===== src/rtl/bram_fifo_ctrl.sv =====
// bram_fifo_ctrl: ready/valid FIFO controller wrapped around an external
// simple dual-port block RAM with a one-cycle synchronous read. A 2-entry
// output skid buffer absorbs the RAM read latency so a continuous stream
// moves one word per cycle. Total capacity is DEPTH + 2 words.
// Optional feature: define BRAM_FIFO_LEVEL_EN to add the LEVEL fill-count output.
module bram_fifo_ctrl #(
  parameter int DATA_WIDTH = 5,
  parameter int ADDR_WIDTH = 10
) (
  input  logic                  CLK,
  input  logic                  RST,
  input  logic                  IN_VALID,
  output logic                  IN_READY,
  input  logic [DATA_WIDTH-1:0] IN_DATA,
  output logic                  OUT_VALID,
  input  logic                  OUT_READY,
  output logic [DATA_WIDTH-1:0] OUT_DATA,
  output logic                  RAM_WE,
  output logic [ADDR_WIDTH-1:0] RAM_WADDR,
  output logic [ADDR_WIDTH-1:0] RAM_RADDR,
  output logic [DATA_WIDTH-1:0] RAM_DIN,
  input  logic [DATA_WIDTH-1:0] RAM_DOUT
`ifdef BRAM_FIFO_LEVEL_EN
  ,
  output logic [ADDR_WIDTH:0]   LEVEL
`endif
);

  // RAM depth expressed in the width of the occupancy counter
  localparam logic [ADDR_WIDTH:0] DEPTH_CNT = {1'b1, {ADDR_WIDTH{1'b0}}};

  logic [ADDR_WIDTH-1:0] wr_ptr;
  logic [ADDR_WIDTH-1:0] rd_ptr;
  logic [ADDR_WIDTH:0]   mem_count;
  logic                  inflight;
  logic [1:0]            skid_occ;
  logic [DATA_WIDTH-1:0] skid_head;
  logic [DATA_WIDTH-1:0] skid_tail;

  logic                  push;
  logic                  pop;
  logic                  issue;
  logic [2:0]            buf_load;

  // Handshakes and RAM port drive; pointers read as zero while in reset
  always_comb begin
    IN_READY  = !RST && (mem_count < DEPTH_CNT);
    push      = IN_VALID && IN_READY;
    OUT_VALID = !RST && (skid_occ != 2'd0);
    OUT_DATA  = RST ? '0 : skid_head;
    pop       = OUT_VALID && OUT_READY;
    RAM_WE    = push;
    RAM_DIN   = IN_DATA;
    RAM_WADDR = RST ? '0 : wr_ptr;
    RAM_RADDR = RST ? '0 : rd_ptr;
    // words that will sit in the skid buffer once this cycle settles; a new
    // read is only launched if its data is guaranteed a free slot
    buf_load  = {1'b0, skid_occ} + {2'b00, inflight} - {2'b00, pop};
    issue     = !RST && (mem_count != '0) && (buf_load < 3'd2);
  end

  // Write/read pointers and the count of words still held in the RAM
  always_ff @(posedge CLK) begin
    if (RST) begin
      wr_ptr    <= '0;
      rd_ptr    <= '0;
      mem_count <= '0;
    end else begin
      if (push)
        wr_ptr <= wr_ptr + 1'b1;
      if (issue)
        rd_ptr <= rd_ptr + 1'b1;
      mem_count <= mem_count + (ADDR_WIDTH+1)'(push) - (ADDR_WIDTH+1)'(issue);
    end
  end

  // Skid buffer: capture the RAM word one cycle after its read was issued,
  // shift towards the head on pop; a read in flight at reset is dropped
  always_ff @(posedge CLK) begin
    if (RST) begin
      inflight  <= 1'b0;
      skid_occ  <= 2'd0;
      skid_head <= '0;
      skid_tail <= '0;
    end else begin
      inflight <= issue;
      case ({inflight, pop})
        2'b10: begin
          if (skid_occ == 2'd0)
            skid_head <= RAM_DOUT;
          else
            skid_tail <= RAM_DOUT;
          skid_occ <= skid_occ + 2'd1;
        end
        2'b01: begin
          skid_head <= skid_tail;
          skid_occ  <= skid_occ - 2'd1;
        end
        2'b11: begin
          if (skid_occ == 2'd1) begin
            skid_head <= RAM_DOUT;
          end else begin
            skid_head <= skid_tail;
            skid_tail <= RAM_DOUT;
          end
        end
        default: ;
      endcase
    end
  end

`ifdef BRAM_FIFO_LEVEL_EN
  // Total words held: in RAM, in the read pipeline and in the skid buffer
  always_comb begin
    LEVEL = RST ? '0 : (mem_count + (ADDR_WIDTH+1)'(inflight) + (ADDR_WIDTH+1)'(skid_occ));
  end
`endif

endmodule


===== config.mk =====
export PLATFORM = sky130hd
export DESIGN_NAME = bram_fifo_ctrl
export DESIGN_NICKNAME = d
export VERILOG_FILES = /design/src/rtl/bram_fifo_ctrl.sv
export SDC_FILE = /design/constraint.sdc
export NUM_CORES = 1
export LEC_CHECK = 0
export CAP_MARGIN = 20
export CORE_MARGIN = 2
export CORE_UTILIZATION = 52
export CTS_CLUSTER_SIZE = 24
export DETAILED_ROUTE_END_ITERATION = 12
export GPL_TIMING_DRIVEN = 0
export PLACE_DENSITY = 0.79
export SLEW_MARGIN = 30
export SYNTH_ARGS = -nofsm -noshare
export SYNTH_HDL_FRONTEND = slang
export SYNTH_SLANG_ARGS = --single-unit

===== constraint.sdc =====
create_clock -name CLK -period 6 [get_ports CLK]
set_input_delay 1.2 -clock CLK [delete_from_list [all_inputs] [get_ports CLK]]
set_output_delay 1.2 -clock CLK [all_outputs]
set_load 0.1 [all_outputs]

==> flow_metrics.py <==
metrics = {
    "clock_tree": {
        "clk_pin_slew_ps": 90,
        "cts_hold_buffers": 0,
        "cts_root_buf": "clkbuf_8",
        "clk_latency_ps": 310,
        "cts.htree.levels": 2,
        "cts_tree": "done",
        "cts_buffer_depth": 2,
        "numClockSinks": 44,
        "cts_buffers": 5,
    },
    "detailed_routing": {
        "drtIter0Drc": 85,
        "route.final.wire_length_um": 5490,
        "antenna_left": 0,
        "drtPass1Iterations": 4,
        "wl_per_cell_um": 13.33,
        "drc": 0,
        "vias": 2125,
        "viasPerCell": 5.158,
    },
    "logic_synthesis": {
        "yosysTopAreaCellShare_pct": 34.41,
        "netlist_instances": 295,
        "syn_area_per_cell_um2": 8.678,
        "syn_nets": 330,
        "synth_edf_count": 0,
        "yosys.area.top_type": "dfxtp_1",
        "ys_top_cells_by_area": "dfxtp_1, ha_1, nor2b_1",
        "ys_warn_count": 0,
        "async_flop_share_pct": 0,
        "synth_cell_types": 42,
        "synth_area_um2": 2560,
        "seq_area_frac_synth_pct": 34.41,
        "synth_seq_cells": 44,
        "synth_ff_type": "dfxtp_1",
    },
    "floorplan": {
        "boundaryPins": 47,
        "dieArea_um2": 5500,
        "chipWidth_um": 74.17,
        "die_h_um": 74.17,
        "num_rows": 25,
        "coreArea_um2": 4723,
        "start_util_pct": 54.20,
    },
    "worst_hold_path": {
        "holdCritStartpoint": "rd_ptr[4]$_SDFFE_PP0P_",
        "holdCritPathClass": "reg -> reg",
    },
    "setup_path": {
        "critical-path-top-delay-family": "buffers and inverters",
        "r2r_start": "skid_occ[1]$_SDFFE_PP0P_",
        "cp-start-kind": "input pin",
        "slowest_stage": "clkdlybuf4s50_1",
        "worstPathCellList": "clkdlybuf4s50_1, clkbuf_1, clkbuf_1, nor3_1, o21ai_0, fa_1, xor2_1, a2111oi_4, ha_1, inv_1, ha_1, inv_1, fa_1, nor2b_1, o311ai_2, a211oi_1, or4_1, o21ai_0",
        "max_stage_delay_ps": 530,
        "cp_num_buf_inv": 5,
        "critPathMaxFanout": 10,
        "critPathArrivalTime_ps": 5820,
        "crit_start": "RST",
        "crit_required_ps": 6200,
        "crit_type": "in -> reg",
        "endpoint_kind": "flip-flop",
    },
    "placed_design": {
        "dp_hpwl_um": 3937,
        "io_buffer_count": 41,
        "gp_congestion": 0.8206,
        "dp.cells": 403,
        "placedInstanceArea_um2": 3054,
    },
    "layout": {
        "final_util_pct": 67.26,
        "multi_input_area_um2": 1529,
        "fill_cells": 396,
        "nets": 379,
        "layout.cells.most_common": "nor2_1",
        "drive_above_1_share_pct": 6.087,
        "area_growth_pct": 24.10,
        "postLayoutCellArea_um2": 3177,
        "ff_latch_area_um2": 880.8,
        "layout.cells.non_filler": 412,
        "mostFrequentLayoutCells": "nor2_1, dfxtp_1, clkdlybuf4s50_1, nor2b_1, inv_1",
        "n_antenna_cell": 0,
    },
    "sta": {
        "slew_violations": 0,
        "worst_slew_pin_slew_ps": 992.3,
        "setup_viol": 0,
        "layout_min_cycle_time_ps": 5620,
        "max_freq_mhz": 177.9,
        "rsz0062_at_grt": "no",
        "min_period_over_period_pct": 93.66,
        "slew_headroom_pct": 33.64,
        "fin_setup_tns_ps": 0,
        "finalHoldViolCount": 0,
        "fin_skew_ps": 4.960,
    },
    "pwr": {
        "power_density_nw_per_um2": 461.2,
        "ir_drop_uv": 328.2,
        "p_leak_nw": 1.322,
    },
    "grt": {
        "grt_pass1_wl_um": 8928,
        "antenna_found_initial": 0,
        "grt_util_all_layers_pct": 20.96,
        "grt_remaining_overflow": 0,
        "grt_pass1_vias": 2020,
        "grt_max_degree": 16,
    },
    "status": {
        "outcome": "complete, no violations",
    },
    "job": {
        "maxCapViolCount": 0,
    },
}
==> through the flow <==
stage / hold slack, ps / total power, W / setup WS, ps
6_report: 470.4 / 0.001465 / 380.2
5_1_grt: 518.5 / 0.001576 / 19.68
4_1_cts: 477.9 / 0.001461 / 76.77
3_5_place_dp: 465.2 / 0.001215 / -254.7
3_3_place_gp: 450.8 / 0.001194 / -99.31
2_1_floorplan: 426.8 / 0.001064 / 1058
==> final cells by class <==
class,instances,area share [%]
Multi-Input combinational cell,216,48.13
Sequential cell,44,27.73
Timing Repair Buffer,42,13.15
Tap cell,67,2.639
Buffer,15,2.363
Inverter,20,2.363
Clock buffer,5,2.166
Clock inverter,3,1.457
==> routing by layer <==
metal  GRT usage (%)  share of wire (%)  vias up
li1                -                  -     1088
met1           27.51                 49      988
met2           33.23                 46       40
met3           4.607                3.8        9
met4           9.091                1.7        0
met5               0                  0        -
==> kinds of logic after synthesis <==
| family | Yosys count | synth area share (%) |
|---|---|---|
| mux | 13 | 5.181 |
| simple gates | 122 | 24.83 |
| flops | 44 | 34.41 |
| xor+xnor | 24 | 8.211 |
| fa+ha+maj | 21 | 10.85 |
| compound gates | 36 | 10.66 |
| buf+inv | 35 | 5.865 |
==> what timing repair did <==
action / in CTS / in global routing
gates resized for setup: 0 / 0
buffers inserted: 0 / 1
setup endpoints to repair: 0 / 3
==> path summary, 6_finish.rpt <==
kind,end,slack (ps),cells after the start
max,mem_count[10]$_SDFF_PP0_,380,18
min,rd_ptr[4]$_SDFFE_PP0P_,470,1
max reg2reg,mem_count[10]$_SDFF_PP0_,1450,18
min reg2reg,rd_ptr[4]$_SDFFE_PP0P_,470,1
==> synth_stat cells (5+ instances only) <==
master,instances
nand2_1,10
ha_1,19
buf_4,5
inv_1,20
a211oi_1,9
nand3_1,8
dfxtp_1,44
nor2b_1,29
a21oi_1,7
xnor2_1,8
mux2i_1,11
nor2_1,45
o21ai_0,6
clkbuf_1,7
nand2b_1,5
xor2_1,16
nand4_1,6
==> power breakdown <==
part | total [W] | internal [W] | leakage (nW) | switching (W)
clock network | 0.000241 | 0.000126 | 0.0548 | 0.000115
logic | 0.000823 | 0.000333 | 0.907 | 0.000490
registers | 0.000401 | 0.000358 | 0.360 | 0.0000429
==> worst register-to-register path, delay by kind of cell (launching register included) <==
kind	cells	cell delay (ps)
adder cells (fa/ha/maj)	5	1480
AO/OA/AOI/OAI	5	1170
AND/OR/NAND/NOR	4	950
flip-flops	1	450
buffers and inverters	3	210
XOR/XNOR	1	190
==> registers in the layout, indices dropped and copies added, names as in the netlist <==
name	cells
wr_ptr	10
rd_ptr	10
skid_tail	5
mem_count	11
inflight	1
skid_head	5
skid_occ	2
(Power assumes the default switching activity.)
